`config.mk`:
```
export PLATFORM = sky130hd
export DESIGN_NAME = program_loader
export DESIGN_NICKNAME = d
export VERILOG_FILES = /design/src/rtl/loader_pkg.sv /design/src/rtl/loader_word_packer.sv /design/src/rtl/program_loader.sv
export SDC_FILE = /design/constraint.sdc
export NUM_CORES = 1
export LEC_CHECK = 0
export CORE_UTILIZATION = 25
export CTS_BUF_LIST = sky130_fd_sc_hd__clkbuf_4 sky130_fd_sc_hd__clkbuf_8
export CTS_CLUSTER_SIZE = 24
export DETAILED_ROUTE_END_ITERATION = 10
export MAX_ROUTING_LAYER = met4
export PLACE_DENSITY = 0.43
export RECOVER_POWER = 50
export SLEW_MARGIN = 20
export SYNTH_ARGS = -nofsm -noshare
export SYNTH_HDL_FRONTEND = slang
export SYNTH_HIERARCHICAL = 1
export SYNTH_SLANG_ARGS = --single-unit
```
`constraint.sdc`:
```
create_clock -name CLK_IN -period 3 [get_ports CLK_IN]
set_clock_uncertainty 0.2 [all_clocks]
set_input_delay 0.45 -clock CLK_IN [delete_from_list [all_inputs] [get_ports CLK_IN]]
set_output_delay 0.45 -clock CLK_IN [all_outputs]
set_load 0.01 [all_outputs]
```
`src/rtl/loader_pkg.sv`:
```
// Shared types and framing constants for the serial program loader.
// The CHK state only exists when LOADER_CHECKSUM_EN is defined.
package loader_pkg;

    typedef enum logic [2:0] {
        IDLE,
        HDR_HI,
        HDR_LO,
        WORD,
`ifdef LOADER_CHECKSUM_EN
        CHK,
`endif
        DONE,
        ERROR
    } loader_state_t;

    localparam int HDR_BYTES  = 2;
    localparam int WORD_BYTES = 4;

endpackage

```
`src/rtl/loader_word_packer.sv`:
```
// Packs accepted bytes big-endian into 32-bit words; pulses word_vld for one cycle after the 4th byte.
// Latency: 1 cycle from the 4th byte to word_vld. No backpressure: every byte_vld is taken.
module loader_word_packer
    import loader_pkg::*;
(
    input  logic        clk,
    input  logic        rst,
    input  logic        byte_vld,
    input  logic [7:0]  byte_dat,
    output logic        last_byte,
    output logic        word_vld,
    output logic [31:0] word_dat
);

    logic [1:0]  byte_cnt_q, byte_cnt_d;
    logic [31:0] word_q, word_d;
    logic        word_vld_q, word_vld_d;

    assign last_byte = byte_vld && (byte_cnt_q == 2'(WORD_BYTES - 1));

    always_comb begin
        byte_cnt_d = byte_cnt_q;
        word_d     = word_q;
        word_vld_d = last_byte;
        if (byte_vld) begin
            word_d     = {word_q[23:0], byte_dat};
            byte_cnt_d = byte_cnt_q + 2'd1;
        end
    end

    always_ff @(posedge clk) begin
        if (rst) begin
            byte_cnt_q <= '0;
            word_q     <= '0;
            word_vld_q <= 1'b0;
        end else begin
            byte_cnt_q <= byte_cnt_d;
            word_q     <= word_d;
            word_vld_q <= word_vld_d;
        end
    end

    assign word_vld = word_vld_q;
    assign word_dat = word_q;

endmodule

```
`src/rtl/program_loader.sv`:
```
// Loads a length-prefixed byte stream into instruction memory while holding the CPU in reset.
// Write strobe 1 cycle after each word's 4th byte; rx_ready_out stays high while loading (no stalls).
// Optional trailing XOR check byte when LOADER_CHECKSUM_EN is defined.
module program_loader
    import loader_pkg::*;
#(
    parameter logic [31:0] BASE_ADDR = 32'h0,
    parameter int          MAX_WORDS = 256
) (
    input  logic        CLK_IN,
    input  logic        GLOBALRESET,
    input  logic        start_in,
    input  logic [7:0]  rx_data_in,
    input  logic        rx_valid_in,
    output logic        rx_ready_out,
    output logic [31:0] imem_addr_out,
    output logic [31:0] imem_data_out,
    output logic        imem_write_out,
    output logic        cpu_reset_out,
    output logic        done_out,
    output logic        error_out
);

    localparam logic [31:0] MAX_W = 32'(MAX_WORDS);
`ifdef LOADER_CHECKSUM_EN
    localparam loader_state_t POST_LOAD = CHK;
`else
    localparam loader_state_t POST_LOAD = DONE;
`endif

    loader_state_t state_q, state_d;
    logic [7:0]    cnt_hi_q, cnt_hi_d;
    logic [15:0]   words_left_q, words_left_d;
    logic [15:0]   idx_q, idx_d;
    logic [31:0]   addr_q, addr_d;
`ifdef LOADER_CHECKSUM_EN
    logic [7:0]    chk_q, chk_d;
`endif

    logic          acc;
    logic          last_byte;
    logic [15:0]   hdr_count;

    always_comb begin
        rx_ready_out = (state_q == HDR_HI) || (state_q == HDR_LO) || (state_q == WORD)
`ifdef LOADER_CHECKSUM_EN
                    || (state_q == CHK)
`endif
                    ;
    end

    assign acc       = rx_valid_in && rx_ready_out;
    assign hdr_count = {cnt_hi_q, rx_data_in};

    loader_word_packer u_packer (
        .clk       (CLK_IN),
        .rst       (GLOBALRESET),
        .byte_vld  (acc && (state_q == WORD)),
        .byte_dat  (rx_data_in),
        .last_byte (last_byte),
        .word_vld  (imem_write_out),
        .word_dat  (imem_data_out)
    );

    always_comb begin
        state_d      = state_q;
        cnt_hi_d     = cnt_hi_q;
        words_left_d = words_left_q;
        idx_d        = idx_q;
        addr_d       = addr_q;
`ifdef LOADER_CHECKSUM_EN
        chk_d        = chk_q;
        if (acc && (state_q != CHK)) chk_d = chk_q ^ rx_data_in;
`endif
        case (state_q)
            IDLE, DONE, ERROR: begin
                if (start_in) begin
                    state_d = HDR_HI;
                    idx_d   = '0;
`ifdef LOADER_CHECKSUM_EN
                    chk_d   = '0;
`endif
                end
            end
            HDR_HI: begin
                if (acc) begin
                    cnt_hi_d = rx_data_in;
                    state_d  = HDR_LO;
                end
            end
            HDR_LO: begin
                if (acc) begin
                    words_left_d = hdr_count;
                    if (hdr_count == 16'd0)          state_d = POST_LOAD;
                    else if ({16'h0, hdr_count} > MAX_W) state_d = ERROR;
                    else                             state_d = WORD;
                end
            end
            WORD: begin
                // Address is latched with the 4th byte so it lines up with the packer's strobe.
                if (last_byte) begin
                    addr_d       = BASE_ADDR + {14'b0, idx_q, 2'b00};
                    idx_d        = idx_q + 16'd1;
                    words_left_d = words_left_q - 16'd1;
                    if (words_left_q == 16'd1) state_d = POST_LOAD;
                end
            end
`ifdef LOADER_CHECKSUM_EN
            CHK: begin
                if (acc) state_d = (rx_data_in == chk_q) ? DONE : ERROR;
            end
`endif
            default: state_d = IDLE;
        endcase
    end

    always_ff @(posedge CLK_IN) begin
        if (GLOBALRESET) begin
            state_q      <= IDLE;
            cnt_hi_q     <= '0;
            words_left_q <= '0;
            idx_q        <= '0;
            addr_q       <= '0;
`ifdef LOADER_CHECKSUM_EN
            chk_q        <= '0;
`endif
        end else begin
            state_q      <= state_d;
            cnt_hi_q     <= cnt_hi_d;
            words_left_q <= words_left_d;
            idx_q        <= idx_d;
            addr_q       <= addr_d;
`ifdef LOADER_CHECKSUM_EN
            chk_q        <= chk_d;
`endif
        end
    end

    assign imem_addr_out = addr_q;
    assign cpu_reset_out = (state_q != DONE);
    assign done_out      = (state_q == DONE);
    assign error_out     = (state_q == ERROR);

endmodule
```
=== After elaboration in Yosys (flattened, before gate mapping) ===
Index checks and enable logic that the tools add are counted.

* Bits in registers: 94
* Output and inout bits: 69

* Reductions and logical operators: 15
* Equal/unequal tests: 13
* Add/subtract/negate cells: 3
* $lt $le $gt $ge: 1
* Mux-type cells: 14

{| class="wikitable"
|+ Operator list
! kind !! count
|-
| two-way mux 16 bit || 4
|-
| case mux 16 bit (2 select lines) || 2
|-
| two-way mux 3 bit || 7
|-
| adder 16 x 1 -> 16 bit, second input constant || 1
|-
| == test 16 x 1 -> 1 bit, second input constant || 1
|-
| > comparator 16 x 9 -> 1 bit, second input constant || 1
|-
| logical NOT 16 bit || 1
|-
| subtractor 16 x 1 -> 16 bit, second input constant || 1
|-
| case mux 3 bit (4 select lines) || 1
|-
| != test 2 bit, second input constant || 4
|-
| == test 3 x 2 -> 1 bit, second input constant || 2
|-
| == test 3 bit, second input constant || 2
|-
| AND reduction 3 bit || 2
|-
| AND reduction 5 bit || 1
|-
| AND reduction 2 bit || 2
|-
| nonzero test 2 bit || 2
|-
| == test 3 x 1 -> 1 bit, second input constant || 1
|-
| logical AND 1 bit || 3
|-
| logical NOT 3 bit || 1
|-
| != test 3 bit, second input constant || 1
|-
| OR reduction 3 bit || 1
|-
| adder 2 x 1 -> 2 bit, second input constant || 1
|-
| == test 2 bit, second input constant || 1
|-
| logical OR 1 bit || 2
|-
| != test 2 x 1 -> 1 bit, second input constant || 1
|}

=== Depth between registers and ports, before layout ===
Gate-level depths: netlist of run 1.

* Depth after elaboration: 8
* Gate-level depth with buffers: 13
* Mapped depth without buffers: 8

=== By module ===
The synthesis of run 1 kept the hierarchy.

{| class="wikitable"
|+ By module, submodules not included
! module !! instances !! cells an instance !! area an instance (um^2)
|-
| program_loader || 1 || 381 || 3110.5
|-
| loader_word_packer || 1 || 114 || 1285.0
|}

=== Worst setup path after synthesis of run 1 ===
OpenSTA, ideal clock, no wires.

* Path type: register to register
* Start: register state_q[0]
* End: register idx_q[11]
* Required time: 2730 ps
* Arrival: 2502 ps
* Clock period less this slack: 2773 ps
* Slack: 227 ps
* Stages on the path, launching flop included: 13
* Path buffers: 4
* Cells stage by stage: dfxtp_1 > buf_2 > and3b_1 > clkbuf_1 > buf_2 > and2_1 > buf_6 > and2_1 > nand4b_1 > o31ai_2 > nand4_2 > or3_1 > a21oi_1

* Longest elaborated chain between the ends: 8
* Elaborated cells between the ends (all ways): 17

{| class="wikitable"
|+ Ends and longest elaborated chain
! item !! line !! source
|-
| from (decl) || program_loader.sv:31 || <nowiki>loader_state_t state_q, state_d;</nowiki>
|-
| from (signal assigned) || program_loader.sv:128 || <nowiki>state_q <= state_d;</nowiki>
|-
| == test 3 x 1 -> 1 bit / == test 3 x 2 -> 1 bit (equally long branches) || program_loader.sv:45 || <nowiki>rx_ready_out = (state_q == HDR_HI) || (state_q == HDR_LO) || (state_q == WORD)</nowiki>
|-
| logical OR 1 bit (2 in series) || program_loader.sv:45 ||
|-
| logical AND 1 bit || program_loader.sv:52 || <nowiki>assign acc = rx_valid_in && rx_ready_out;</nowiki>
|-
| logical AND 1 bit (*) || program_loader.sv:58 || <nowiki>.byte_vld (acc && (state_q == WORD)),</nowiki>
|-
| logical AND 1 bit (*) || loader_word_packer.sv:19 || <nowiki>assign last_byte = byte_vld && (byte_cnt_q == 2'(WORD_BYTES - 1));</nowiki>
|-
| net last_byte || program_loader.sv:41 || <nowiki>logic last_byte;</nowiki>
|-
| != test 2 bit (no line) (*) || -- ||
|-
| AND reduction 3 bit (no line) (*) || -- ||
|-
| to (signal assigned) || program_loader.sv:131 || <nowiki>idx_q <= idx_d;</nowiki>
|-
| to (decl) || program_loader.sv:34 || <nowiki>logic [15:0] idx_q, idx_d;</nowiki>
|}

Mark *: on every way through the listed nets, which the timed path passes. The rest lies on a longest branch.
A chain may end at the register's enable or synchronous reset.

=== Worst setup path in the final report of run 1 ===
* Start: register state_q[2]
* End: output error_out

* Longest elaborated chain between the ends: 1

{| class="wikitable"
|+ Ends and longest elaborated chain
! item !! line !! source
|-
| == test 3 bit || program_loader.sv:142 || <nowiki>assign error_out = (state_q == ERROR);</nowiki>
|-
| to (decl) || program_loader.sv:21 || <nowiki>output logic error_out</nowiki>
|}

Every way passes these cells.

==> results of run 1 <==
==> power by group <==
group / leakage [nW] / switching [mW] / internal, mW
logic: 1.15 / 0.348 / 0.235
clock network: 0.106 / 0.481 / 0.472
registers: 0.758 / 0.0553 / 1.29
total: 2.02 / 0.884 / 2.00
==> cells by family after synthesis <==
logic type                 count (synthesis)  share of synthesized area
muxes                                     43                     0.0982
buffers and inverters                     54                     0.0769
and+or+nand+nor                          200                      0.230
AOI/OAI and AO/OA                         85                      0.127
adders and majority gates                  4                     0.0114
DFF                                       94                      0.428
xor gates and xnor gates                  14                     0.0279
other                                      1                   0.000853
==> final cells by class <==
cell class | instances | share of cell area
clock buffers | 9 | 0.0231
flip-flops and latches | 94 | 0.351
clock inverters | 6 | 0.0175
multi-input cells | 362 | 0.416
repair buffers | 76 | 0.135
inverters | 7 | 0.00490
well taps | 225 | 0.0525
==> sequential cells by signal, indices dropped and copies added, names as in the netlist <==
name,cells
words_left_q,16
u_packer/byte_cnt_q,2
imem_addr_out,16
idx_q,16
u_packer/word_vld,1
state_q,3
cnt_hi_q,8
u_packer/word_dat,32
==> routing by layer <==
layer,wire [um],global-route usage
met1,4860,0.152
met2,5100,0.201
met3,471,0.0413
met4,132,0.0375
met5,0,-
==> cell usage in the layout, fill, tap and decap left out, types with 5 or more instances in the layout <==
cell type,Yosys,routed
dlygate4sd3_1,0,49
xor2_1,10,10
nor2_1,72,73
and3_1,5,5
a211oi_1,10,10
nand2_1,55,55
o21ai_0,14,14
nand2b_1,7,7
a21oi_1,31,31
nand4_1,11,11
buf_4,16,11
conb_1,1,16
clkdlybuf4s50_1,0,14
clkbuf_8,0,9
inv_1,7,7
nor3_1,7,7
nor4_1,5,5
mux2i_1,42,42
o31ai_1,6,6
dfxtp_1,94,94
==> worst max-delay path, stage by stage (launching register included) <==
cell,delay [ps]
dfxtp_1,560
nor2b_1,350
and2_1,180
clkdlybuf4s50_1,530
==> worst paths after layout <==
path,start,end,cells past startpoint
worst max-delay path,state_q[2],error_out,3
worst min-delay path,imem_addr_out[8],imem_addr_out[8],2
worst max register to register,state_q[1],idx_q[13],8
worst min register to register,imem_addr_out[8],imem_addr_out[8],2
==> cells in the mapped netlist, drive strengths merged, types with 5 or more instances <==
master / number / area share
a211oi: 10 / 0.017
a21oi: 31 / 0.035
and2: 6 / 0.0085
and3: 5 / 0.0071
buf: 36 / 0.061
clkbuf: 11 / 0.0094
dfxtp: 94 / 0.43
inv: 7 / 0.0060
mux2i: 42 / 0.096
nand2: 55 / 0.047
nand2b: 7 / 0.010
nand4: 12 / 0.019
nor2: 75 / 0.066
nor3: 9 / 0.015
nor4: 5 / 0.0071
o21ai: 14 / 0.016
o31ai: 7 / 0.013
xor2: 10 / 0.020
==> results by group, run 1 <==
STA
  • Headroom to the max-slew limit: 0.280
  • Fmax: 0.376 GHz
  • Fin. max-slew vios: 0
  • Worst Slack Setup Final: approximately 340 ps
  • Worst-Margin Slew: 1080 ps
  • Hold WS: 253 ps
  • Setup TNS: 0 ps
  • Post-route clock period utilization: 0.886
  • Unrepaired setup endpoints after global routing: false
  • Final hold violation count: 0
  • Final setup viols: 0
  • Crit path time final: 2660 ps

Outcome
  • Status: complete, no violations

Place
  • Pre-CTS setup slack: 329 ps
  • PortBufs: 64
  • Final GP Congestion: 0.773
  • DP Cell Count: 764
  • Final HPWL DP: 7.33 mm
  • Placed Area: 5150 um2

Floorplan
  • Starting Density: 0.255
  • Core Footprint: approximately 17000 um2
  • # IOs: 81
  • Die Footprint: around 18000 um2
  • Die Ht: 135 um
  • FP Rows: 48
  • Width of the die: 135 um

Clock network
  • CTS Hold Buffers Added: 0
  • CTS HTree Levels: 3
  • Clk_lat worst skew: around 400 ps
  • TritonCTS clock tree: built
  • CTS Sinks: 94
  • Post-CTS Setup Bufs: 0
  • CTS Buf Count: 9
  • CTS max path bufs: 2
  • Post-CTS sizing: 0
  • CTS clk-pin slew, worst paths: 100 ps
  • Clock Root Buffer: clkbuf_8

GRT
  • First-pass GRT wire length: 17.2 mm
  • Pin count of the biggest net entering global routing: 35
  • Number of global-route vias before repair: 3306
  • Gr usage total: 0.127
  • GR Overflow Total: 0
  • Initial antenna violation count: 0

Yosys
  • Post-synthesis cell count: just under 500
  • Post-synth top flop: dfxtp_1
  • Yosys warns: 6
  • #FFs+latches synth: 94
  • Ys async rst share: 0
  • Sequential share of the synthesized area: 0.428
  • Synth Cell Area: 4400 um2
  • EDFF count, synth: 0
  • Unique masters post-synth: 58
  • Syn Area/Cell: just under 9 um2

Cells and area
  • Antenna Cells: 0
  • FF/Latch Area: roughly 1900 um2
  • Share of cells above drive strength 1: 0.0776
  • Multi-input logic area: 2230 um2
  • Post-route cell area: 5360 um2
  • Final Core Density: 0.311
  • Synth-to-layout area growth: 22.0%
  • Fill count: ~1800
  • Final-stage net count: between 500 and 600
  • Post-Layout Cell Count: 779

Route
  • TritonRoute pass-1 iters: 4
  • DRT Wirelength: 10.6 mm
  • Vias/cell: 4.54
  • Routed Antenna Nets: 0
  • Routed length per instance: roughly 14 um
  • Vias: 3537
  • Starting DRT DRC Count: 144
  • DRC: 0

Setup path
  • Setup CP Type: register to primary output
  • CP Launch Type: register
  • Crit-path max FO: 14
  • Type of element capturing the critical path: primary output
  • Required @ worst endpoint: 2350 ps
  • WP data arrival: 2010 ps
  • FF-to-FF setup slack: 510 ps

Run
  • Max-Cap Viols: 0

Power and ir drop
  • Maximum vdd drop: 0.222 mV
  • Pwr/cell area: 537 nW/um2
  • Tot Pwr: 2.88 mW
  • Leak: 2.02 nW

Worst hold path
  • HP Class: register to register
No activity file was read; power rests on OpenSTA's default activity.
==> run 2: changes to the inputs <==
SLEW_MARGIN = 40   (was 20)
==> results of run 2 <==
Final layout, timing and power as in run 1 (identical DEF).
==> run 3: changes to the inputs <==
PLACE_DENSITY = 0.58   (was 0.43)
==> results by group, run 3 (synthesis gave the netlist of run 1 again) <==
Route
  • Routed Antenna Nets: 0 (unchanged)
  • Starting DRT DRC Count: 173 (was 144)
  • Vias/cell: 4.56 (was 4.54)
  • TritonRoute pass-1 iters: 7 (was 4)
  • Vias: 3555 (was 3537)
  • DRT Wirelength: 10.1 mm (was 10.6 mm)
  • DRC: 1 (was 0)
  • Routed length per instance: 13.0 um (was 13.6 um)

GRT
  • Pin count of the biggest net entering global routing: 53 (was 35)
  • GR Overflow Total: 0 (unchanged)
  • Number of global-route vias before repair: 3321 (was 3306)
  • Gr usage total: 0.119 (was 0.127)
  • First-pass GRT wire length: 16.7 mm (was 17.2 mm)
  • Initial antenna violation count: 0 (unchanged)

Clock network
  • CTS Sinks: 94 (unchanged)
  • Clock Root Buffer: clkbuf_8 (unchanged)
  • Post-CTS Setup Bufs: 0 (unchanged)
  • CTS clk-pin slew, worst paths: 90 ps (was 100 ps)
  • CTS Hold Buffers Added: 0 (unchanged)
  • CTS HTree Levels: 3 (unchanged)
  • TritonCTS clock tree: built (unchanged)
  • CTS Buf Count: 9 (unchanged)
  • Clk_lat worst skew: 360 ps (was 390 ps)
  • CTS max path bufs: 2 (unchanged)
  • Post-CTS sizing: 0 (unchanged)

STA
  • Crit path time final: 2620 ps (was 2660 ps)
  • Hold WS: 252 ps (was 253 ps)
  • Unrepaired setup endpoints after global routing: false (unchanged)
  • Fin. max-slew vios: 0 (unchanged)
  • Final setup viols: 0 (unchanged)
  • Final hold violation count: 0 (unchanged)
  • Fmax: 0.381 GHz (was 0.376 GHz)
  • Setup TNS: 0 ps (unchanged)
  • Headroom to the max-slew limit: 0.262 (was 0.280)
  • Worst Slack Setup Final: 376 ps (was 342 ps)
  • Post-route clock period utilization: 0.875 (was 0.886)
  • Worst-Margin Slew: 1110 ps (was 1080 ps)

Cells and area
  • Share of cells above drive strength 1: 0.0776 (unchanged)
  • Synth-to-layout area growth: 20.8% (was 22.0%)
  • Most frequent cells in the layout: dfxtp_1, nor2_1, nand2_1, dlygate4sd3_1, mux2i_1 (unchanged)
  • Antenna Cells: 0 (unchanged)
  • Final-stage net count: 565 (was 566)
  • Leading cell type in the layout, fill and taps excluded: dfxtp_1 (unchanged)
  • Largest register FFs: 32 (unchanged)

Worst hold path
  • Hold Startpoint: imem_addr_out[16] (was imem_addr_out[8])
  • HP Class: register to register (unchanged)

Place
  • PortBufs: 64 (unchanged)
  • Final HPWL DP: 7.11 mm (was 7.33 mm)
  • Pre-CTS setup slack: 368 ps (was 329 ps)
  • Final GP Congestion: 0.764 (was 0.773)

Setup path
  • Setup crit start: state_q[2] (unchanged)
  • Critical-path top delay cell: dfxtp_1 (unchanged)
  • FF-to-FF setup slack: 590 ps (was 510 ps)
  • CP max stage delay: 550 ps (was 560 ps)
  • Required @ worst endpoint: 2350 ps (about the same)
  • CP Launch Type: register (unchanged)
  • WP data arrival: 1970 ps (was 2010 ps)
  • Type of element capturing the critical path: primary output (unchanged)
  • Reg-to-Reg Start: state_q[2] (was state_q[1])
  • Setup CP Type: register to primary output (unchanged)
  • Cells along the critical path: nor2b_1, and2_1, clkdlybuf4s50_1 (unchanged)
  • Crit-path max FO: 14 (unchanged)

Power and ir drop
  • Register share of total power: 0.499 (was 0.467)
  • Leak: 1.99 nW (was 2.02 nW)
  • Combinational Power Share: 0.216 (was 0.202)
  • P_sw: 0.859 mW (was 0.884 mW)
  • Int Pwr: 1.82 mW (was 2.00 mW)
  • Pwr/cell area: 505 nW/um2 (was 537 nW/um2)
  • Maximum vdd drop: 0.274 mV (was 0.222 mV)
  • Clock share of power: 0.285 (was 0.331)
  • Net Sw Frac: 0.320 (was 0.307)

Outcome
  • Failing checks: DRC
  • Status: finished with violations (was complete, no violations)

Run
  • Max-Cap Viols: 0 (unchanged)

Floorplan
  • Die Footprint: 18100 um2 (unchanged)
  • Width of the die: 135 um (unchanged)
  • Core Footprint: 17200 um2 (unchanged)
  • # IOs: 81 (unchanged)
  • Starting Density: 0.255 (unchanged)
  • FP Rows: 48 (unchanged)
  • Die Ht: 135 um (unchanged)
[run 3: path summary, 6_finish.rpt]
| path | end | cells after the start |
|---|---|---|
| min reg2reg | imem_addr_out[16] | 2 |
| min | imem_addr_out[16] | 2 |
| max reg2reg | words_left_q[12] | 7 |
| max | error_out | 3 |
[run 3: power groups by stage]
stage	combinational (mW)	clock [mW]	sequential, mW
finish	0.580	0.764	1.34
detailed placement	0.581	0	1.37
CTS	0.584	0.794	1.34
global route	0.643	0.851	1.34
floorplan	0.461	0	1.35
global placement	0.568	0	1.36
[run 3: critical path: cells and delay by family (launching register included)]
kind                   cells  cell delay, ps
DFF                        1             550
and+or+nand+nor            2             540
buffers and inverters      1             530
[run 3: per-stage QoR]
stage / util / total power, mW / instance area (um2) / instances
after floorplan: - / 1.81 / 4450 / 510
final: 0.308 / 2.68 / 5310 / 779
after detailed placement: 0.298 / 1.95 / 5140 / 763
after CTS: 0.308 / 2.71 / 5320 / 779
after global routing: 0.308 / 2.84 / 5310 / 779
after global placement: 0.298 / 1.93 / 5140 / 763
[run 3: final cells by class]
cell class	instances	area (um2)
sequential	94	1880
clock inverter	7	50.0
fill	1799	11900
clock buffer	9	124
inverter	7	26.3
tap	225	282
multi-input combinational	362	2230
timing repair buffer	75	716
[run 3: per-layer routing]
metal	track usage	part of all wire
met3	0.0289	0.036
met2	0.190	0.47
met5	-	0
met4	0.0375	0.011
met1	0.147	0.48
